`src/rtl/fdiv_pipe_ctrl.sv`:
```
// fdiv_pipe_ctrl: issue/flow controller for the divide pipeline, per-stage enables, tags, response handshake.
// Optional FDIV_FLUSH_EN adds a flush input that discards all in-flight operations.
module fdiv_pipe_ctrl #(
  parameter int DEPTH = 5,
  parameter int TAG_W = 5,
  parameter int CNT_W = 16
) (
  input  logic             clk,
  input  logic             rst,
  input  logic             req_valid,
  input  logic [TAG_W-1:0] req_tag,
  output logic             req_ready,
  output logic [DEPTH-1:0] stg_en,
  input  logic [31:0]      res_data,
  output logic             rsp_valid,
  output logic [TAG_W-1:0] rsp_tag,
  output logic [31:0]      rsp_data,
  input  logic             rsp_ready,
  output logic [2:0]       occupancy,
  output logic [CNT_W-1:0] done_cnt
`ifdef FDIV_FLUSH_EN
  ,
  input  logic             flush
`endif
);
  logic [DEPTH-1:0] v, en, v_in;
  logic [TAG_W-1:0] tag [DEPTH];
  logic [TAG_W-1:0] tag_in [DEPTH];
  logic fl, run, accept, fire;
`ifdef FDIV_FLUSH_EN
  assign fl = flush;
`else
  assign fl = 1'b0;
`endif
  // A stage stalls only when it and every stage downstream are full and writeback is not consuming.
  always_comb begin
    run = 1'b1;
    en = '0;
    for (int i = DEPTH - 1; i >= 0; i--) begin
      run = run & v[i];
      en[i] = rsp_ready | !run;
    end
  end
  assign stg_en    = !rst ? '0 : fl ? '1 : en;
  assign req_ready = rst & !fl & en[0];
  assign rsp_valid = rst & !fl & v[DEPTH-1];
  assign rsp_tag   = tag[DEPTH-1];
  assign rsp_data  = res_data;
  assign accept    = req_valid & req_ready;
  assign fire      = rsp_valid & rsp_ready;
  assign v_in      = {v[DEPTH-2:0], accept};
  always_comb begin
    tag_in[0] = req_tag;
    for (int i = 1; i < DEPTH; i++) tag_in[i] = tag[i-1];
  end
  always_ff @(posedge clk) begin
    if (!rst) begin
      v <= '0;
      occupancy <= '0;
      done_cnt <= '0;
      for (int i = 0; i < DEPTH; i++) tag[i] <= '0;
    end else if (fl) begin
      v <= '0;
      occupancy <= '0;
    end else begin
      for (int i = 0; i < DEPTH; i++) begin
        if (en[i]) begin
          v[i] <= v_in[i];
          tag[i] <= tag_in[i];
        end
      end
      occupancy <= occupancy + 3'(accept) - 3'(fire);
      done_cnt <= done_cnt + CNT_W'(fire & ~&done_cnt);
    end
  end
endmodule

```
`config.mk`:
```
export PLATFORM = sky130hd
export DESIGN_NAME = fdiv_pipe_ctrl
export DESIGN_NICKNAME = d
export VERILOG_FILES = /design/src/rtl/fdiv_pipe_ctrl.sv
export SDC_FILE = /design/constraint.sdc
export NUM_CORES = 1
export LEC_CHECK = 0
export CORE_AREA = 2 2 76 92
export CTS_CLUSTER_SIZE = 28
export DETAILED_ROUTE_END_ITERATION = 7
export DIE_AREA = 0 0 78 94
export HOLD_SLACK_MARGIN = 0.02
export PLACE_DENSITY_LB_ADDON = 0.3
export RECOVER_POWER = 100
export SKIP_LAST_GASP = 1
export SYNTH_ARGS = -nofsm -noshare
export SYNTH_HDL_FRONTEND = slang
export SYNTH_SLANG_ARGS = --single-unit
```
`constraint.sdc`:
```
create_clock -name clk -period 2.55 [get_ports clk]
set_input_delay 0.51 -clock clk [delete_from_list [all_inputs] [get_ports clk]]
set_output_delay 0.51 -clock clk [all_outputs]
set_load 0.01 [all_outputs]
```
; ---- Word level (Yosys, flattened, before mapping)
; Memories as Yosys holds them, arrays and structs flattened.
; Cells that the tools add are included.
[word_totals]
reg_bits = 24
ramBits = 25
n_memories = 1
[memory_table]
columns = memory, depth, width, read_ports, rd_clocked_by_memory_dff, write_ports, line_no
row1 = tag, 5, 5, 5, 0, 5, 27  ; logic [TAG_W-1:0] tag [DEPTH];
[op_classes]
addsub = 3
muxes = 22
bitwise_logic = 19
n_reduce_logical = 7
[op_table]
columns = op, count
row1 = 5-bit two-way mux, 6
row2 = 16-bit by 1-bit adder with 16-bit output, 1
row3 = 1-bit two-way mux, 16
row4 = 16-bit AND reduction, 1
row5 = 1-bit bitwise OR, 10
row6 = 1-bit AND, 9
row7 = 1-bit logical NOT, 6
row8 = 3-bit by 1-bit adder with 3-bit output, 1
row9 = 3-bit by 1-bit subtractor with 3-bit output, 1

; ---- Depth between registers and ports, before layout
[logic_depth]
word_depth = 10
mapped_depth = 13
ltp_nobuf = 11

; ---- Worst setup path before layout
; OpenSTA, ideal clock, no wires.
[synth_path]
path_kind = in2reg
start = input port rsp_ready
end = register occupancy[2]
setup_time_ns = 0.115
t_arrival_ns = 2.658
setup_slack_ns = -0.223
path_stages = 13
path_buffers = 2
path_cell_list = and3b_1 -> and3_4 -> buf_6 -> a21boi_4 -> buf_6 -> nand2_1 -> ha_1 -> inv_1 -> ha_1 -> fa_1 -> xnor2_1 -> xnor2_1 -> and2_1
[synth_between]
elab_chain_cells = 5
[synth_lines]
columns = element, line_no
row1 = "start, declared", 18  ; input logic rsp_ready,
row2 = 1-bit bitwise OR, 41  ; en[i] = rsp_ready | !run;
row3 = 1-bit AND, 45  ; assign req_ready = rst & !fl & en[0];
row4 = named net req_ready, 12  ; output logic req_ready,
row5 = 1-bit AND, 49  ; assign accept = req_valid & req_ready;
row6 = 3-bit by 1-bit adder with 3-bit output, 72  ; occupancy <= occupancy + 3'(accept) - 3'(fire);
row7 = 3-bit by 1-bit subtractor with 3-bit output, 72
row8 = "end signal, assigned", 72
row9 = "end, declared", 19  ; output logic [2:0] occupancy,
; The timed path passes the listed nets, and every way through them passes these cells.
; A chain may end at the register's enable or synchronous reset.

; ---- Worst setup path after layout
[layout_path]
start = input port rsp_ready
end = register occupancy[2]
[layout_between]
elab_chain_cells = 5
[layout_lines]
columns = element, line_no
row1 = 1-bit bitwise OR, 41
row2 = 1-bit AND, 45
row3 = 1-bit AND, 49
row4 = 3-bit by 1-bit adder with 3-bit output, 72
row5 = 3-bit by 1-bit subtractor with 3-bit output (*), 72
; Every way passes the cells marked *; elsewhere a longest branch is shown, timed or not.

==> summary.md <==
| Metric | Value |
|---|---|
| Total of hold buffers inserted after clock tree synthesis | 0 |
| Antenna violations before repair | 0 |
| Reg2reg setup slack | 190 ps |
| Sum of net half-perimeters after detailed placement | around 2600 um |
| Crit Path Category | input pin to register |
| Hold slack final | 464 ps |
| Overflow after GRT | 0 |
| Synth Cell Area | roughly 2400 sq um |
| Clock slew seen by the registers of the worst setup and hold paths | roughly 90 ps |
| Die height | between 90 and 100 um |
| Average wire per cell in the routed design | 11.6 um |
| Number of port buffers | 39 |
| Number of nets in the finished design | between 200 and 300 |
| CTS max path bufs | 2 |
| Post-synthesis async set-or-reset flop share | 0 |
| Total Power | ~0.0014 W |
| Drc violations | 0 |
| TritonCTS clock tree | built |
| Num rows | 32 |
| DR vias | ~1400 |
| Master cell of the clock root buffer | clkbuf_8 |
| Worst path required time | between 2000 and 3000 ps |
| Post-DRT Antenna Nets | 0 |
| Type of the worst min-delay path | register to register |
| Kind of capture point of the worst setup path | register |
| Max rail drop VDD | around 0.32 mV |
| Area growth from synthesis to final layout | 14.6% |
| Fraction of layout instances using a drive strength above 1 | 0.0866 |
| H-tree level count | 2 |
| Time the final worst path needs with I/O delays and setup | 2490 ps |
| Critical path data arrival time | around 2700 ps |
| Maximum number of pins on one net before global-route repair | 31 |
| Iter 0 DRT Violations | 48 |
| Core outline area | ~6400 sq um |
| Number of max-cap violations | 0 |
| Overall fraction of global-route tracks in use | 0.107 |
| Weighted congestion reported at the end of routability-driven placement | between 0.7 and 0.8 |
| Max Clock Skew | 6.22 ps |
| Number of global-route vias before repair | about 1300 |
| Sequential area share after synthesis | 0.517 |
| Primary flip-flop cell chosen by synthesis mapping | edfxtp_1 |
| Proportion of netlist area held by the largest area contributor | 0.315 |
| Cell type with the largest total area after synthesis | edfxtp_1 |
| Ranking of synthesized cells by area | edfxtp_1 (31%), dfxtp_1 (20%), buf_4 (12%) |
| Full die area | ~7300 sq um |
| Worst slew pin tran | 410 ps |
| First-pass GRT wire length | 6070 um |
| Achievable frequency | 0.402 GHz |
| Status | completed |
| Register bit total from synthesis | 49 |
| Post-Synthesis Cells | roughly 220 |
| Boundary Pins | ~100 |
| Average instance area after synthesis | 11.0 sq um |
| Final hold violations | 0 |
| Worst-Skew Late Latency | about 300 ps |
| Starting density of the core | 0.372 |
| Total iterations of the first detailed-routing run | 4 |
| Final setup fails | 0 |
| Antenna cell count | 0 |
| Static leakage power | about 1.1 nW |
| Critical-path maximum fanout | 4 |
| Commonest non-fill, non-tap cell in the layout | dlygate4sd3_1 |
| Clock sinks | 49 |
| Number of warning messages in the yosys log | 0 |
| Unrepaired setup endpoints after global routing | false |
| Floorplan die width | approximately 78 um |
| Syn nets | between 200 and 300 |
| Top library cells by usage in the layout, fill and taps aside | dlygate4sd3_1 (27), and2_1 (26), edfxtp_1 (25) |
| Post-detailed-route via-to-cell ratio | around 4.4 |
| Relative slew slack | 0.727 |
| Netlist cell types | 30 |
| Pins over their slew limit | 0 |
| Crit start category | input pin |
| Final WL | about 3700 um |
| CTS Buf Count | 5 |
| Power density relative to cell area | slightly above 500 nW/um^2 |
| Count of flip-flops with a built-in enable after synthesis | 25 |
| Share of the clock period used by the worst path after layout | 0.976 |
routing by layer:
metal | vias up | track usage | part of all wire
li1 | 712 | - | -
met1 | 622 | 0.128 | 0.46
met5 | - | 0 | 0
met3 | 18 | 0.0356 | 0.067
met2 | 46 | 0.167 | 0.43
met4 | 0 | 0.0673 | 0.043
layout make-up:
cell class,count,area (sq um)
sequential,49,1230
tap,85,106
clock buffer,6,72.6
inverter,5,18.8
timing repair buffer,51,454
clock inverter,2,13.8
multi-input combinational,118,835
fill,644,3670
sequential cells by signal, indices dropped and copies added (netlist names):
name,flops
done_cnt,16
occupancy,3
tag,25
v,5
cells in the mapped netlist, types with 3 or more instances:
library cell,instances
nand4_1,3
xnor2_1,7
nand3_1,7
buf_6,3
inv_1,5
xor2_1,6
dfxtp_1,24
edfxtp_1,25
buf_4,38
and2_1,41
a21boi_1,3
o21a_1,4
clkbuf_1,4
nand2_1,10
nor2b_1,8
nor3_1,4
nor4_1,4
ha_1,4
critical path, cell delays in order:
cell and delay, ps:
clkdlybuf4s15_1 210, and3b_1 210, and3_4 170, a21boi_4 170
buf_4 150, nand2_4 40, ha_4 250, inv_2 30
ha_4 140, fa_2 350, xnor2_1 190, xnor2_1 90
and2_1 150
stage by stage:
step	area, sq um	TNS [ps]	instances	worst slack, ps	utilization
finish	2730	0	316	60.0	0.426
global route	2730	0	316	15.8	0.426
CTS	2790	0	315	32.9	0.435
detailed placement	2650	-2250	304	-403	0.414
global placement	2650	-2380	304	-392	0.414
floorplan	2430	-146	217	-146	-
where the power goes:
group          switching (W)  internal [W]  total (W)
registers         0.00000735      0.000841   0.000848
logic              0.0000361     0.0000475  0.0000835
clock network       0.000247      0.000195   0.000442
total               0.000291       0.00108    0.00137
path summary, 6_finish.rpt:
kind,startpoint,end,cells past startpoint
max,rsp_ready,occupancy[2],13
min,v[3],v[4],1
max reg2reg,v[4],occupancy[2],12
min reg2reg,v[3],v[4],1
kinds of logic (layout without fill, tap and decap cells):
group	Yosys count	count (layout)	synth area share
XOR/XNOR	13	13	0.0478
flip-flops	49	49	0.517
adder cells (fa/ha/maj)	5	5	0.0294
AND/OR/NAND/NOR	88	88	0.218
multiplexers	1	1	0.00420
buffers and inverters	50	64	0.148
AO/OA/AOI/OAI	11	11	0.0362
what timing repair did:
item,CTS,global route
setup endpoints to repair,6,1
buffers inserted,2,1
resized for setup,7,2
pin swaps,1,1
gates cloned,1,0
Note: power is estimated with default switching activity, not from simulation.
